`src/rtl/uart_tx.sv`:
```
// uart_tx -- RS-232 serial transmitter with a small write FIFO.
//
// Line format: start(0), D0..D7 LSB first, odd parity, stop(1) with a
// configurable stop length in half-bit units. Bytes written by on-chip logic
// are queued in a power-of-two FIFO and sent back to back with no idle gap.
//
// Ports:
//   CLK_50M        in   system clock, all state changes on posedge
//   BTN_SOUTH      in   asynchronous active-high reset
//   TX_DATA[7:0]   in   byte to queue, sampled when TX_WE=1
//   TX_WE          in   write strobe, one byte per cycle while high
//   TX_FULL        out  FIFO full (registered); writes dropped while high
//   TX_BUSY        out  FIFO non-empty or frame in progress (registered)
//   RS232_DCE_TXD  out  serial line, idle high (registered)
module uart_tx #(
  parameter int CLKS_PER_BIT    = 5208,
  parameter int STOP_HALF_BITS  = 2,
  parameter int FIFO_DEPTH_LOG2 = 2
) (
  input  logic       CLK_50M,
  input  logic       BTN_SOUTH,
  input  logic [7:0] TX_DATA,
  input  logic       TX_WE,
  output logic       TX_FULL,
  output logic       TX_BUSY,
  output logic       RS232_DCE_TXD
);

  localparam int DEPTH       = 1 << FIFO_DEPTH_LOG2;
  localparam int CNT_W       = FIFO_DEPTH_LOG2 + 1;
  localparam int STOP_CYCLES = (STOP_HALF_BITS * CLKS_PER_BIT) / 2;
  localparam int MAX_CYCLES  = (STOP_CYCLES > CLKS_PER_BIT) ? STOP_CYCLES : CLKS_PER_BIT;
  // 13 bits covers one bit time at 9600 baud; widen only if a long stop
  // setting (e.g. 2 stop bits at default rate) would not fit.
  localparam int BAUD_W      = ($clog2(MAX_CYCLES) > 13) ? $clog2(MAX_CYCLES) : 13;

  localparam logic [BAUD_W-1:0] BIT_LAST  = BAUD_W'(CLKS_PER_BIT - 1);
  localparam logic [BAUD_W-1:0] STOP_LAST = BAUD_W'(STOP_CYCLES - 1);
  localparam logic [CNT_W-1:0]  CNT_FULL  = CNT_W'(DEPTH);

  typedef enum logic [2:0] {
    S_IDLE,
    S_START,
    S_DATA,
    S_PARITY,
    S_STOP
  } state_e;

  // ---------------------------------------------------------------------------
  // FIFO
  // ---------------------------------------------------------------------------
  logic [7:0]                 fifo_mem [DEPTH];
  logic [FIFO_DEPTH_LOG2-1:0] wr_ptr_q, wr_ptr_d;
  logic [FIFO_DEPTH_LOG2-1:0] rd_ptr_q, rd_ptr_d;
  logic [CNT_W-1:0]           count_q, count_d;
  logic                       full_q, full_d;
  logic                       busy_q, busy_d;
  logic                       wr_acc;
  logic                       pop;
  logic                       fifo_ne;
  logic [7:0]                 head;

  // ---------------------------------------------------------------------------
  // Transmit FSM state
  // ---------------------------------------------------------------------------
  state_e              state_q, state_d;
  logic [BAUD_W-1:0]   baud_q, baud_d;
  logic [2:0]          bit_q, bit_d;
  logic [7:0]          shift_q, shift_d;
  logic                par_q, par_d;
  logic                txd_q, txd_d;
  logic                bit_end;
  logic                stop_end;

  assign fifo_ne  = (count_q != '0);
  assign head     = fifo_mem[rd_ptr_q];
  // Full is judged on the registered flag, so a pop in the same cycle does
  // not make room for a write that arrives while full.
  assign wr_acc   = TX_WE & ~full_q;
  assign bit_end  = (baud_q == BIT_LAST);
  assign stop_end = (baud_q == STOP_LAST);

  // Storage array: contents are only meaningful between the pointers, so it
  // carries no reset.
  always_ff @(posedge CLK_50M) begin
    if (wr_acc) fifo_mem[wr_ptr_q] <= TX_DATA;
  end

  // Next-state / datapath
  always_comb begin
    state_d = state_q;
    baud_d  = baud_q + BAUD_W'(1);
    bit_d   = bit_q;
    shift_d = shift_q;
    par_d   = par_q;
    pop     = 1'b0;

    case (state_q)
      S_IDLE: begin
        baud_d = '0;
        if (fifo_ne) begin
          pop     = 1'b1;
          state_d = S_START;
        end
      end
      S_START: begin
        if (bit_end) begin
          baud_d  = '0;
          bit_d   = '0;
          state_d = S_DATA;
        end
      end
      S_DATA: begin
        if (bit_end) begin
          baud_d  = '0;
          shift_d = {1'b0, shift_q[7:1]};
          bit_d   = bit_q + 3'd1;
          if (bit_q == 3'd7) state_d = S_PARITY;
        end
      end
      S_PARITY: begin
        if (bit_end) begin
          baud_d  = '0;
          state_d = S_STOP;
        end
      end
      S_STOP: begin
        if (stop_end) begin
          baud_d = '0;
          // Chain straight into the next frame when data is waiting.
          if (fifo_ne) begin
            pop     = 1'b1;
            state_d = S_START;
          end else begin
            state_d = S_IDLE;
          end
        end
      end
      default: begin
        baud_d  = '0;
        state_d = S_IDLE;
      end
    endcase

    // The frame's data is captured only here, so later writes cannot
    // disturb a frame already on the wire.
    if (pop) begin
      shift_d = head;
      par_d   = ~^head;
    end
  end

  // Line driver: registered from the current state, so the line lags the
  // state register by one cycle but every bit keeps its full length.
  always_comb begin
    txd_d = 1'b1;
    case (state_q)
      S_START:  txd_d = 1'b0;
      S_DATA:   txd_d = shift_q[0];
      S_PARITY: txd_d = par_q;
      default:  txd_d = 1'b1;
    endcase
  end

  // FIFO bookkeeping and registered status flags
  always_comb begin
    wr_ptr_d = wr_ptr_q;
    rd_ptr_d = rd_ptr_q;
    if (wr_acc) wr_ptr_d = wr_ptr_q + FIFO_DEPTH_LOG2'(1);
    if (pop)    rd_ptr_d = rd_ptr_q + FIFO_DEPTH_LOG2'(1);
    count_d = count_q + CNT_W'(wr_acc) - CNT_W'(pop);
    full_d  = (count_d == CNT_FULL);
    busy_d  = (state_d != S_IDLE) | (count_d != '0);
  end

  always_ff @(posedge CLK_50M or posedge BTN_SOUTH) begin
    if (BTN_SOUTH) begin
      state_q  <= S_IDLE;
      baud_q   <= '0;
      bit_q    <= '0;
      shift_q  <= '0;
      par_q    <= 1'b0;
      txd_q    <= 1'b1;
      wr_ptr_q <= '0;
      rd_ptr_q <= '0;
      count_q  <= '0;
      full_q   <= 1'b0;
      busy_q   <= 1'b0;
    end else begin
      state_q  <= state_d;
      baud_q   <= baud_d;
      bit_q    <= bit_d;
      shift_q  <= shift_d;
      par_q    <= par_d;
      txd_q    <= txd_d;
      wr_ptr_q <= wr_ptr_d;
      rd_ptr_q <= rd_ptr_d;
      count_q  <= count_d;
      full_q   <= full_d;
      busy_q   <= busy_d;
    end
  end

  assign TX_FULL       = full_q;
  assign TX_BUSY       = busy_q;
  assign RS232_DCE_TXD = txd_q;

endmodule

```
`config.mk`:
```
export PLATFORM = sky130hd
export DESIGN_NAME = uart_tx
export DESIGN_NICKNAME = d
export VERILOG_FILES = /design/src/rtl/uart_tx.sv
export SDC_FILE = /design/constraint.sdc
export NUM_CORES = 1
export LEC_CHECK = 0
export BUFFER_PORTS_ARGS = -buffer_cell sky130_fd_sc_hd__buf_2
export CAP_MARGIN = 30
export CORE_MARGIN = 2
export CORE_UTILIZATION = 60
export CTS_CLUSTER_DIAMETER = 40
export DETAILED_ROUTE_END_ITERATION = 8
export PLACE_DENSITY_LB_ADDON = 0.25
export SLEW_MARGIN = 40
export SYNTH_ARGS = -nofsm -noshare
export SYNTH_HDL_FRONTEND = slang
export SYNTH_SLANG_ARGS = --single-unit
```
`constraint.sdc`:
```
create_clock -name CLK_50M -period 10 [get_ports CLK_50M]
set_clock_uncertainty 0.15 [all_clocks]
set_input_delay 1.5 -clock CLK_50M [delete_from_list [all_inputs] [get_ports CLK_50M]]
set_output_delay 1.5 -clock CLK_50M [all_outputs]
set_load 0.02 [all_outputs]
```
# ---- Word level (Yosys, flattened, before mapping)
# Memories as Yosys holds them, arrays and structs flattened.
# Cells that the tools add are included.
dict set report totals {
  output_inout_bits 3
  ram_bits 32
  n_memories 1
  regBits 38
  input_bits 11
  word_cells 63
}
# name depth word_bits read_ports rd_clocked_by_memory_dff write_ports line
set mem_list {}
lappend mem_list {fifo_mem 4 8 1 0 1 52} ;# logic [7:0] fifo_mem [DEPTH];
dict set report classes {
  n_reduce_logical 11
  n_eq_ne 9
  bitwise_logic 3
  mux 22
  n_addsub 6
}
# operator count
set ops {}
lappend ops {{$mux W13} 2}
lappend ops {{$mux W3} 8}
lappend ops {{$mux W8} 3}
lappend ops {{$pmux W3 S5} 1}
lappend ops {{$add A13 B1 Y13 const B} 1}
lappend ops {{$eq A13 B13 Y1 const B} 1}
lappend ops {{$eq A3 B3 Y1 const B} 3}
lappend ops {{$reduce_bool A3 Y1} 3}
lappend ops {{$reduce_xnor A8 Y1} 1}
lappend ops {{$eq A3 B2 Y1 const B} 2}
lappend ops {{$pmux W3 S2} 1}
lappend ops {{$reduce_bool A2 Y1} 3}
lappend ops {{$mux W1} 5}
lappend ops {{$add A2 B1 Y2 const B} 2}
lappend ops {{$ne A2 B2 Y1 const B} 2}
lappend ops {{$reduce_or A4 Y1} 1}
lappend ops {{$add A3 B1 Y3} 1}
lappend ops {{$add A3 B1 Y3 const B} 1}
lappend ops {{$eq A3 B1 Y1 const B} 1}
lappend ops {{$logic_not A3 Y1} 1}
lappend ops {{$pmux W1 S3} 1}
lappend ops {{$reduce_and A3 Y1} 1}
lappend ops {{$sub A3 B1 Y3} 1}
lappend ops {{$pmux W1 S2} 1}
lappend ops {{other kinds (4)} 4}

# ---- Longest topological paths before layout
dict set report logic_depth {
  word_depth 7
  mapped_depth 13
  depth_no_buf 13
}

# ---- Least setup slack after synthesis
# No wires, ideal clock.
dict set report synth_path {
  path_kind {input-to-reg}
  start {in TX_WE}
  end {reg busy_q, in the netlist TX_BUSY}
  setup_ns 0.139
  t_required_ns 9.711
  arrival_ns 3.649
  path_stages 11
  setup_slack_ns 6.062
  path_buffers 1
  cell_sequence {nor2b_1 > clkbuf_1 > nand2b_1 > nand2_1 > ha_1 > fa_1 > xnor2_1 > xnor2_1 > inv_1 > or3_1 > or4_1}
}
dict set report synth_via {
  elab_chain_len 5
}
# element line
set synth_lines {}
lappend synth_lines {{start, declared} 23} ;# input logic TX_WE,
lappend synth_lines {{$and A1 B1 Y1} 79} ;# assign wr_acc = TX_WE & ~full_q;
lappend synth_lines {{$add A3 B1 Y3} 171} ;# count_d = count_q + CNT_W'(wr_acc) - CNT_W'(pop);
lappend synth_lines {{$sub A3 B1 Y3} 171}
lappend synth_lines {{named net count_d[2]} 55} ;# logic [CNT_W-1:0] count_q, count_d;
lappend synth_lines {{$reduce_bool A3 Y1} 173} ;# busy_d = (state_d != S_IDLE) | (count_d != '0);
lappend synth_lines {{$or A1 B1 Y1} 173}
lappend synth_lines {{named net busy_d} 57} ;# logic busy_q, busy_d;
lappend synth_lines {{end signal, assigned} 200} ;# busy_q <= busy_d;
lappend synth_lines {{end, declared} 57}
# The timed path passes the listed nets, and every way through them passes these cells.
# A chain may end at the register's enable or synchronous reset.

# ---- Final worst setup path
dict set report layout_path {
  start {reg baud_q[0]}
  end {reg busy_q, in the netlist TX_BUSY}
}
dict set report layout_via {
  elab_chain_len 6
  elab_cells_between_ends 12
  classes_between {add/sub: 1; eq/ne: 1; mux: 7; bitwise: 1; reduce/logical: 2}
}
# element line
set layout_lines {}
lappend layout_lines {{start, declared} 67} ;# logic [BAUD_W-1:0] baud_q, baud_d;
lappend layout_lines {{start signal, assigned} 191} ;# baud_q <= baud_d;
lappend layout_lines {{$eq A13 B13 Y1} 81} ;# assign stop_end = (baud_q == STOP_LAST);
lappend layout_lines {{$mux W1} 128} ;# if (stop_end) begin
lappend layout_lines {{$pmux W1 S2} 98} ;# case (state_q)
lappend layout_lines {{$sub A3 B1 Y3} 171}
lappend layout_lines {{named net count_d[2]} 55}
lappend layout_lines {{$reduce_bool A3 Y1} 173}
lappend layout_lines {{$or A1 B1 Y1} 173}
lappend layout_lines {{named net busy_d} 57}
# The timed path passes the listed nets, and every way through them passes these cells.

==> out/metrics.yaml <==
endpoint: "TX_BUSY"
startpoint: "baud_q[0]"
rsz0062_at_grt: "false"
drc: 0
cts_hold_buf: 0
clk_pin_slew_ns: 0.08
worstPathRequired_ns: 10.07
start_util_pct: 61.69
grt_pass1_vias: 1773
grt_max_degree: 39
slew_violations: 0
layout-drive-gt1-share_pct: 18.29
port_buffers: 13
synthArstFlopShare_pct: 54.29
cts_resized: 0
endpoint_kind: "flip-flop"
syn_inst: 224
clockBufferDepth: 2
crit_type: "reg2reg"
cts_setup_buffers: 0
grt_pass1_wl_um: 8418
wl_per_cell_um: 15.51
drtPass1Iterations: 4
setup-tns-final_ns: 0
hold_path_class: "reg2reg"
final_antenna_net_count: 0
place_ws_ns: 5.750
postLayoutCoreUtil_pct: 68.64
fmax_mhz: 258.7
synthToLayoutAreaGrowth_pct: 11.26
ys_ff_latch: 70
nNetsFinal: 261
die_w_um: 76
dp_hpwl_um: 3366
synth_edf_count: 32
cts_buffers: 9
fill_cells: 351
cts_htree_levels: 3
status: "completed"
synth_area_leaders: "edfxtp_1, dfrtp_1, mux4_2"
grt_overflow: 0
reg2reg_to: "TX_BUSY"
antenna_found_initial: 0
synth-main-ff-cell: "dfrtp_1"
p_total_mw: 0.7044
yosysWarnings: 0
rows: 26
r2r_slack_ns: 6.13
rr_worst_depth: 11
cts_root_buffer: "clkbuf_8"
critPathLaunchType: "flip-flop"
worst_slew_pin_slew_ns: 0.6463
hold_viol_final: 0
power_density_nw_per_um2: 203.5
ios: 14
synth_top_area_cell: "edfxtp_1"
syn_nets: 244
synth.distinct_cells: 43
vias_per_cell: 5.478
min_period_over_period_pct: 38.66
maxSlewHeadroom_pct: 56.92
setup_viol: 0
avgSynthCellArea_sq_um: 13.89
first_iter_violations: 95
stdcell_count: 316
peakVddDrop_mv: 0.1324
wirelength_um: 4900
synth_area_sq_um: 3110
leakage_nw: 1.417
max-cap-violations: 0
dieArea_sq_um: 5776
cts_tree: "built"
grtUsageTotal_pct: 18.95
final.setup.worst_slack_ns: 6.134
die_h_um: 76
cts_sinks: 70
cp_max_fo: 10
post-route-min-period_ns: 3.866
yosys.area.top_type_share_pct: 30.89
antenna_cells: 0
arrival_ns: 3.94
place_inst: 300
yosysSeqAreaShare_pct: 61.50
r2r-start: "baud_q[0]"
gp_congestion: 0.7341
clk_latency_ns: 0.35
via_count: 1731
coreArea_sq_um: 5042
## metrics by stage
stage / cell area, sq um / hold slack (ns)
final: 3461 / 0.3341
after global routing: 3461 / 0.3555
after CTS: 3461 / 0.3354
after detailed placement: 3239 / 0.3183
after global placement: 3239 / 0.3111
after floorplan: 3110 / 0.2996
## cells in the final DEF, fill, tap and decap left out, types with 2 or more instances in the layout
cell         n
xnor2_1     15
nor3_1       6
mux4_2       8
clkinvlp_4   2
a22o_1      12
ha_1         8
buf_2       13
and3_1       2
and2_1       4
dfrtp_1     37
nand2b_1     2
bufinv_16    2
nor3b_1      2
nand3_1      8
xor2_1       9
nor2_1      17
nor2b_1      3
or3_1        2
clkbuf_8     9
inv_1        6
edfxtp_1    32
nand2_1     14
o21ai_0      2
a21o_1       7
## registers in the layout (all words and copies together) (netlist names)
| name | count |
|---|---|
| RS232_DCE_TXD | 1 |
| bit_q | 3 |
| fifo_mem | 32 |
| state_q | 3 |
| TX_BUSY | 1 |
| count_q | 3 |
| rd_ptr_q | 2 |
| shift_q | 8 |
| wr_ptr_q | 2 |
| par_q | 1 |
| TX_FULL | 1 |
| baud_q | 13 |
## synthesized netlist by cell type (3+ instances only)
library cell	count
nor2_1	17
a21o_1	7
edfxtp_1	32
nor2b_1	3
and2_1	4
ha_1	8
xnor2_1	15
inv_1	6
nand2_1	14
xor2_1	9
a22o_1	12
nor3_1	6
dfrtp_1	37
nand3_1	8
mux4_2	8
clkbuf_1	6
## critical path, cell delays in order, from the launching register on
cell and delay (ns):
dfrtp_1 0.41, ha_1 0.24, and4bb_1 0.27, nand3_2 0.21, a2111oi_4 0.72, nand2b_1 0.19, fa_1 0.44, xnor2_1 0.17
xnor2_1 0.16, inv_1 0.07, or3_1 0.30, or4_1 0.41
## cell type report
cell class / count / area [sq um] / area share (%)
clock buffer: 9 / 123.9 / 3.579
clock inverter: 7 / 97.59 / 2.820
inverter: 6 / 22.52 / 0.6508
multi-input combinational: 140 / 1144 / 33.04
sequential: 70 / 1913 / 55.28
tap: 70 / 87.58 / 2.531
timing repair buffer: 14 / 72.57 / 2.097
## cells by family after synthesis
kind of cell / Yosys count / synth area share (%)
DFF: 70 / 61.50
buffers and inverters: 14 / 1.729
and+or+nand+nor: 70 / 12.27
AOI/OAI and AO/OA: 27 / 7.401
adders and majority gates: 9 / 3.862
muxes: 10 / 6.476
xor gates and xnor gates: 24 / 6.758
## worst min path at each step
stage,endpoint,start,cells past startpoint
2_1_floorplan,shift_q[2],shift_q[2],1
3_3_place_gp,shift_q[2],shift_q[2],1
3_5_place_dp,shift_q[2],shift_q[2],1
4_1_cts,shift_q[2],shift_q[2],1
5_1_grt,shift_q[1],shift_q[1],1
6_report,shift_q[1],shift_q[1],1
## per-layer routing
layer / up-vias / track usage (%) / wire [um]
li1: 844 / - / -
met5: - / 0 / 0
met4: 0 / 9.818 / 114
met2: 23 / 30.27 / 2420
met3: 11 / 4.265 / 129
met1: 853 / 24.69 / 2235
## power breakdown
group          internal (mW)  switching [mW]  leakage, nW
combinational         0.0432          0.0588        0.549
clock                  0.141           0.108        0.106
sequential             0.340          0.0134        0.763
Note: power is estimated with default switching activity, not from simulation.
